**src/rtl/hazard_unit_pipe.sv**
```systemverilog
// hazard_unit_pipe: stall/flush/forwarding control for a 5-stage pipeline with a
// memory-wait supervisor that latches a timeout error.
module hazard_unit_pipe #(
  parameter int REG_W    = 4,
  parameter int PC_REG   = 15,
  parameter int WAIT_MAX = 15,
  parameter int CNT_W    = 4
) (
  input  logic             clk,
  input  logic             rst,
  input  logic [REG_W-1:0] ra1_d,
  input  logic [REG_W-1:0] ra2_d,
  input  logic [REG_W-1:0] ra3_d,
  input  logic [REG_W-1:0] wa_d,
  input  logic             reg_write_d,
  input  logic             mem_read_d,
  input  logic             branch_taken_e,
  input  logic             mem_ready_m,
  output logic             stall_f,
  output logic             stall_d,
  output logic             stall_e,
  output logic             stall_m,
  output logic             flush_d,
  output logic             flush_e,
  output logic             flush_w,
  output logic [1:0]       fwd_a_e,
  output logic [1:0]       fwd_b_e,
  output logic [1:0]       fwd_c_e,
  output logic [2:0]       fwd_w_d,
  output logic             timeout_err
);
  typedef enum logic [1:0] {RUN, MEM_WAIT, ERR} state_t;
  state_t state, state_nx;
  logic [CNT_W-1:0] cnt, cnt_nx, cnt_inc;
  logic [REG_W-1:0] ra1_e, ra2_e, ra3_e, wa_e, wa_m, wa_w;
  logic rw_e, mr_e, rw_m, mr_m, rw_w;
  logic hold, lu;

  function automatic logic match(input logic [REG_W-1:0] x, input logic [REG_W-1:0] y);
    return (x == y) && (x != REG_W'(PC_REG));
  endfunction

  function automatic logic [1:0] fwd_sel(input logic [REG_W-1:0] ra, input logic [REG_W-1:0] wm,
                                         input logic rm, input logic lm,
                                         input logic [REG_W-1:0] ww, input logic rww);
    return (rm && !lm && match(wm, ra)) ? 2'b10 : (rww && match(ww, ra)) ? 2'b01 : 2'b00;
  endfunction

  assign hold = (state == ERR) || !mem_ready_m;
  assign lu   = mr_e && rw_e && (match(wa_e, ra1_d) || match(wa_e, ra2_d) || match(wa_e, ra3_d));

  // Outputs are gated by reset so the pipeline sees bubbles, not stalls, while held in reset
  assign stall_f = rst && (hold || (!branch_taken_e && lu));
  assign stall_d = stall_f;
  assign stall_e = rst && hold;
  assign stall_m = rst && hold;
  assign flush_d = !rst || (!hold && branch_taken_e);
  assign flush_e = !rst || (!hold && (branch_taken_e || lu));
  assign flush_w = !rst || hold;
  assign timeout_err = state == ERR;

  assign fwd_a_e = fwd_sel(ra1_e, wa_m, rw_m, mr_m, wa_w, rw_w);
  assign fwd_b_e = fwd_sel(ra2_e, wa_m, rw_m, mr_m, wa_w, rw_w);
  assign fwd_c_e = fwd_sel(ra3_e, wa_m, rw_m, mr_m, wa_w, rw_w);
  assign fwd_w_d = {rw_w && match(wa_w, ra3_d), rw_w && match(wa_w, ra2_d), rw_w && match(wa_w, ra1_d)};

  assign cnt_inc = cnt + 1'b1;

  always_comb begin
    state_nx = state;
    cnt_nx   = cnt;
    unique case (state)
      RUN:      state_nx = mem_ready_m ? RUN : MEM_WAIT;
      MEM_WAIT: begin
        state_nx = mem_ready_m ? RUN : (cnt_inc == CNT_W'(WAIT_MAX)) ? ERR : MEM_WAIT;
        cnt_nx   = mem_ready_m ? '0 : cnt_inc;
      end
      default:  state_nx = ERR;
    endcase
  end

  always_ff @(posedge clk or negedge rst) begin
    if (!rst) begin
      state <= RUN;
      cnt   <= '0;
      {ra1_e, ra2_e, ra3_e, wa_e, rw_e, mr_e} <= '0;
      {wa_m, rw_m, mr_m} <= '0;
      {wa_w, rw_w} <= '0;
    end else begin
      state <= state_nx;
      cnt   <= cnt_nx;
      {wa_w, rw_w} <= flush_w ? '0 : {wa_m, rw_m};
      if (!stall_m) {wa_m, rw_m, mr_m} <= {wa_e, rw_e, mr_e};
      if (!stall_e)
        {ra1_e, ra2_e, ra3_e, wa_e, rw_e, mr_e} <= flush_e ? '0 :
          {ra1_d, ra2_d, ra3_d, wa_d, reg_write_d, mem_read_d};
    end
  end
endmodule

```
**config.mk**
```make
export PLATFORM = sky130hd
export DESIGN_NAME = hazard_unit_pipe
export DESIGN_NICKNAME = d
export VERILOG_FILES = /design/src/rtl/hazard_unit_pipe.sv
export SDC_FILE = /design/constraint.sdc
export NUM_CORES = 1
export LEC_CHECK = 0
export CORE_ASPECT_RATIO = 1.25
export CORE_MARGIN = 8
export CORE_UTILIZATION = 53
export DETAILED_ROUTE_END_ITERATION = 16
export PLACE_DENSITY = 0.8
export SLEW_MARGIN = 20
export SYNTH_ARGS = -nofsm -noshare
export SYNTH_HDL_FRONTEND = slang
export SYNTH_SLANG_ARGS = --single-unit
```
**constraint.sdc**
```tcl
create_clock -name clk -period 2.3 [get_ports clk]
set_input_delay 0.46 -clock clk [delete_from_list [all_inputs] [get_ports clk]]
set_output_delay 0.46 -clock clk [all_outputs]
set_load 0.05 [all_outputs]
```
Word-level counts from Yosys, hierarchy flattened
Index checks and enable logic that the tools add are counted.
Word-level totals
  bits in registers: 35
  output and inout port bits: 17
  word-level logic and storage cells: 88
Cells by class
  add/subtract/negate cells: 1
  equal/unequal tests: 18
  multiplexer cells: 13
  reductions and logical operators: 43
Operators by type and width (count)
  equality test 4 bit: 12
  logical AND 1 bit: 29
  2-to-1 mux 18 bit: 1
  inequality test 4 bit, second input constant: 3
  2-to-1 mux 2 bit: 5
  logical OR 1 bit: 8
  logical NOT 1 bit: 5
  2-to-1 mux 5 bit: 1
  adder 4 x 1 -> 4 bit, second input constant: 1
  equality test 4 bit, second input constant: 1
  2-to-1 mux 1 bit: 4
  2-to-1 mux 4 bit: 1
  one-hot mux 2 bit (2 select lines): 1
  equality test 2 x 1 -> 1 bit, second input constant: 1
  equality test 2 bit, second input constant: 1
  logical NOT 2 bit: 1

Longest topological paths before layout
  depth after elaboration: 9
  depth in mapped cells: 7
  depth with buffers taken out: 4

Worst setup path before layout
OpenSTA, ideal clock, no wires.
  path type: register to output
  from: reg state[0]
  to: out stall_f
  arrival: 2788 ps
  data required time: 1840 ps
  slack: -948 ps
  stages on the path, launching flop included: 7
  buffers on the path: 2
  path through: dfrtp_1 > nor2b_2 > o21ai_4 > inv_1 > buf_2 > a2bb2oi_1 > buf_4
Between the ends
  word-level cells in the longest chain between the ends: 4
RTL lines
  from (decl): RTL line 33  | state_t state, state_nx;
  from (signal assigned): RTL line 90  | state <= state_nx;
  equality test 2 bit
  named net timeout_err: RTL line 30  | output logic timeout_err
  logical OR 1 bit: RTL line 49  | assign hold = (state == ERR) || !mem_ready_m;
  logical OR 1 bit: RTL line 53  | assign stall_f = rst && (hold || (!branch_taken_e && lu));
  logical AND 1 bit: RTL line 53
  to (decl): RTL line 19  | output logic stall_f,
The timed path passes the listed nets, and every way through them passes these cells.

Worst setup path in the final report
  from: reg wa_e[0]
  to: out stall_f
Between the ends
  word-level cells in the longest chain between the ends: 8
  elaborated cells on any way between the ends: 13
RTL lines
  from (decl): RTL line 35  | logic [REG_W-1:0] ra1_e, ra2_e, ra3_e, wa_e, wa_m, wa_w;
  from (signal assigned): RTL line 95  | {ra1_e, ra2_e, ra3_e, wa_e, rw_e, mr_e} <= flush_e ? '0 :
  equality test 4 bit or inequality test 4 bit (tied branches): RTL line 40  | return (x == y) && (x != REG_W'(PC_REG));
  logical AND 1 bit: RTL line 40
  logical OR 1 bit: RTL line 50  | assign lu = mr_e && rw_e && (match(wa_e, ra1_d) || match(wa_e, ra2_d) || match(wa_e, ra3_d));
  logical OR 1 bit (*): RTL line 50
  logical AND 1 bit (*): RTL line 50
  logical AND 1 bit (*): RTL line 53
  logical OR 1 bit (*): RTL line 53
  logical AND 1 bit (*): RTL line 53
Every way passes the cells marked *; elsewhere a longest branch is shown, timed or not.

==> summary.txt <==
Status
  – Status: complete, but fails checks
  – Failing checks: setup timing

Layout
  – Most frequent cells in the layout: xnor2_1 (37), dfrtp_1 (31), buf_4 (29), a22o_1 (19), and3_1 (15)
  – Share of layout cells above drive strength 1: 0.3130
  – Final net count: ~290
  – Diodes inserted: 0
  – Finished Core Util: 0.7339
  – Filler cell count: 300
  – Most common cell after layout, fill and taps aside: xnor2_1
  – Cell area after layout: between 2000 and 3000 um^2
  – Non-Filler Instances: approximately 320
  – Area growth syn-to-layout: 34.97%

Synth
  – Post-synthesis instance total: approximately 210
  – Yosys warns: 0
  – Post-synth top area share: 0.3993
  – Sequential element share of the synthesized area: 0.3993
  – Synth Net Count: between 200 and 250
  – Synth area leader: dfrtp_1
  – Most area-consuming cells after synthesis: dfrtp_1 (40%), xnor2_1 (15%), a22o_1 (7.6%)
  – Netlist Area Pre-Place: around 2200 um^2
  – #FFs+latches synth: 35
  – Mean post-synth cell area: between 10 and 15 um^2
  – Library cells used by synthesis: 36

Placed design
  – Cell Area, Placed: about 2800 um^2
  – Number of port buffers: 38
  – Dpl cells: around 300
  – GPL Wtd Cong: 0.8703
  – Hpwl dp: 4221 um

Die
  – DIE HEIGHT: around 90 um
  – CORE AREA: 4034 um^2
  – Full die area: between 6000 and 7000 um^2
  – Std-Cell Rows: 26
  – Initial Utilization: 0.5437
  – IO Count: 39
  – Width of the die: between 70 and 80 um

Global routing
  – Pin count of the biggest net entering global routing: 36
  – GRT Total Usage: 0.2027
  – Initial antenna violation count: 0
  – Vias in the first global route: slightly below 2,000
  – Grt ovf: 0
  – First-pass GRT wire length: 9673 um

Setup path
  – Reg2reg path depth: 6
  – Crit Reg-Reg Endpoint: wa_e[1]
  – Cells along the critical path: xor2_1, nor4_4, o31ai_4, a2bb2oi_4, buf_6
  – Flop2flop setup slack: 0.41 ns
  – Setup crit end kind: output pin
  – Critical-path maximum fanout: 6
  – R2R Path Start: wa_e[0]
  – WP data required: ~1.8 ns
  – Setup crit start kind: flop
  – CP peak stage delay: 0.47 ns
  – Slowest stage cell, crit path: dfrtp_2
  – Arrival time worst endpoint: around 1.9 ns
  – Worst Setup Path Type: reg2out

Routing
  – Via Count: approximately 1,800
  – DRT Pass-1 Iters: 4
  – Initial DRC Count: slightly below 100
  – Wire per inst: approximately 19 um
  – Metal-1 WL: between 2000 and 2500 um
  – Routed Antenna Nets: 0
  – Final wirelength: 5921 um
  – WL met2: approximately 3300 um
  – Number of remaining DRC errors: 0
  – Met3 Wirelength: between 300 and 400 um
  – Post-DR vias/cell: between 5 and 6
  – DR top layer: met4

STA
  – RSZ-0062 raised after global routing: true
  – Worst Max-Slew Pin Slew: around 0.5 ns
  – Minimum clock period: 2.323 ns
  – Setup Skew: between 0.003 and 0.004 ns
  – Max Clk Rate: roughly 430 MHz
  – Final Hold Viols: 0
  – Setup TNS: -0.04425 ns
  – Hold Slack: 0.1270 ns
  – Slew Limit Headroom: 0.6674
  – Slew Limit Fails: 0
  – Worst Slack Setup Final: -0.02261 ns
  – Period utilization: 1.010
  – Setup violators final: 2

Clock tree
  – CTS root buf: clkbuf_8
  – Reg clk slew, reported paths: ~0.070 ns
  – CTS max path bufs: 2
  – Worst-Skew Late Latency: about 0.29 ns
  – H-tree level count: 2
  – CTS tree: built
  – Clock sink count: 35
  – CTS Buf Count: 5

Pwr
  – Power per standard cell area: about 670 nW/um^2
  – Maximum vdd drop: 0.5270 mV
  – Pleak: between 1 and 1.5 nW

Job
  – Max cap viols: 0

Worst hold path
  – HP Class: in2async
cell type report:
| class | instances | area [um^2] | share of cell area |
|---|---|---|---|
| multi-input combinational | 152 | 1281 | 0.4328 |
| clock buffer | 7 | 76.32 | 0.02578 |
| tap | 56 | 70.07 | 0.02367 |
| clock inverter | 1 | 5.005 | 0.001691 |
| inverter | 4 | 15.01 | 0.005072 |
| timing repair buffer | 63 | 631.9 | 0.2134 |
| sequential | 35 | 880.8 | 0.2975 |
per-stage QoR:
step	total power, mW	setup slack [ns]
2_1_floorplan	1.295	-0.1389
3_3_place_gp	1.507	-0.3746
3_5_place_dp	1.533	-0.3601
4_1_cts	1.982	0.004276
5_1_grt	2.088	-0.08144
6_report	1.981	-0.02261
metal layers:
metal | global-route usage | vias up
met4 | 0.1220 | 0
li1 | - | 841
met1 | 0.2069 | 904
met3 | 0.06300 | 17
met2 | 0.3514 | 55
met5 | 0 | -
worst max path at each step:
stage | endpoint | startpoint
5_1_grt | stall_f | wa_e[0]
3_3_place_gp | stall_f | ra1_d[1]
4_1_cts | stall_f | wa_e[1]
6_report | stall_f | wa_e[0]
3_5_place_dp | stall_f | ra1_d[1]
2_1_floorplan | stall_f | state[0]
synthesized netlist by cell type, drive strengths merged:
master / number
o22ai: 1
dfrtp: 35
a311oi: 1
nor2: 8
nor3: 5
o31ai: 2
inv: 4
mux2: 6
a21o: 1
a41oi: 1
and3: 23
ha: 2
nor4: 3
clkbuf: 8
nand2b: 3
nand3b: 1
and2b: 1
nand3: 1
buf: 14
xnor2: 37
nand2: 6
xor2: 12
nor2b: 1
a41o: 1
o21ai: 3
nand4: 11
a22o: 19
dlymetal6s2s: 1
a2bb2oi: 1
a21oi: 2
repair_timing:
| action | CTS | global route |
|---|---|---|
| pin swaps | 7 | 4 |
| gates resized for setup | 29 | 1 |
| setup buffers | 2 | 0 |
| hold buffers | 0 | 0 |
| endpoints found under the setup margin | 3 | 4 |
registers in the layout (all words and copies together), names as in the netlist:
name   cells
cnt        4
mr_e       1
mr_m       1
ra1_e      4
ra2_e      4
ra3_e      4
rw_e       1
rw_m       1
rw_w       1
state      2
wa_e       4
wa_m       4
wa_w       4
power breakdown:
group / leakage (nW) / total [mW] / switching, mW / internal, mW
Combinational: 0.829 / 0.717 / 0.375 / 0.342
Clock: 0.0422 / 0.435 / 0.222 / 0.212
Sequential: 0.462 / 0.829 / 0.127 / 0.702
Total: 1.33 / 1.98 / 0.725 / 1.26
critical path, delay by kind of cell (launching register included):
| family | cells | cell delay, ns |
|---|---|---|
| AO/OA/AOI/OAI | 2 | 0.33 |
| XOR/XNOR | 1 | 0.21 |
| buffers and inverters | 1 | 0.17 |
| flip-flops | 1 | 0.47 |
| AND/OR/NAND/NOR | 1 | 0.38 |
kinds of logic after synthesis:
family | Yosys count | share of synthesized area
DFF | 35 | 0.3993
buffers and inverters | 27 | 0.07130
AOI/OAI and AO/OA | 32 | 0.1244
and+or+nand+nor | 63 | 0.1671
xor gates and xnor gates | 49 | 0.1957
muxes | 6 | 0.03080
adders and majority gates | 2 | 0.01141
Power figures use the tool's default switching activity.
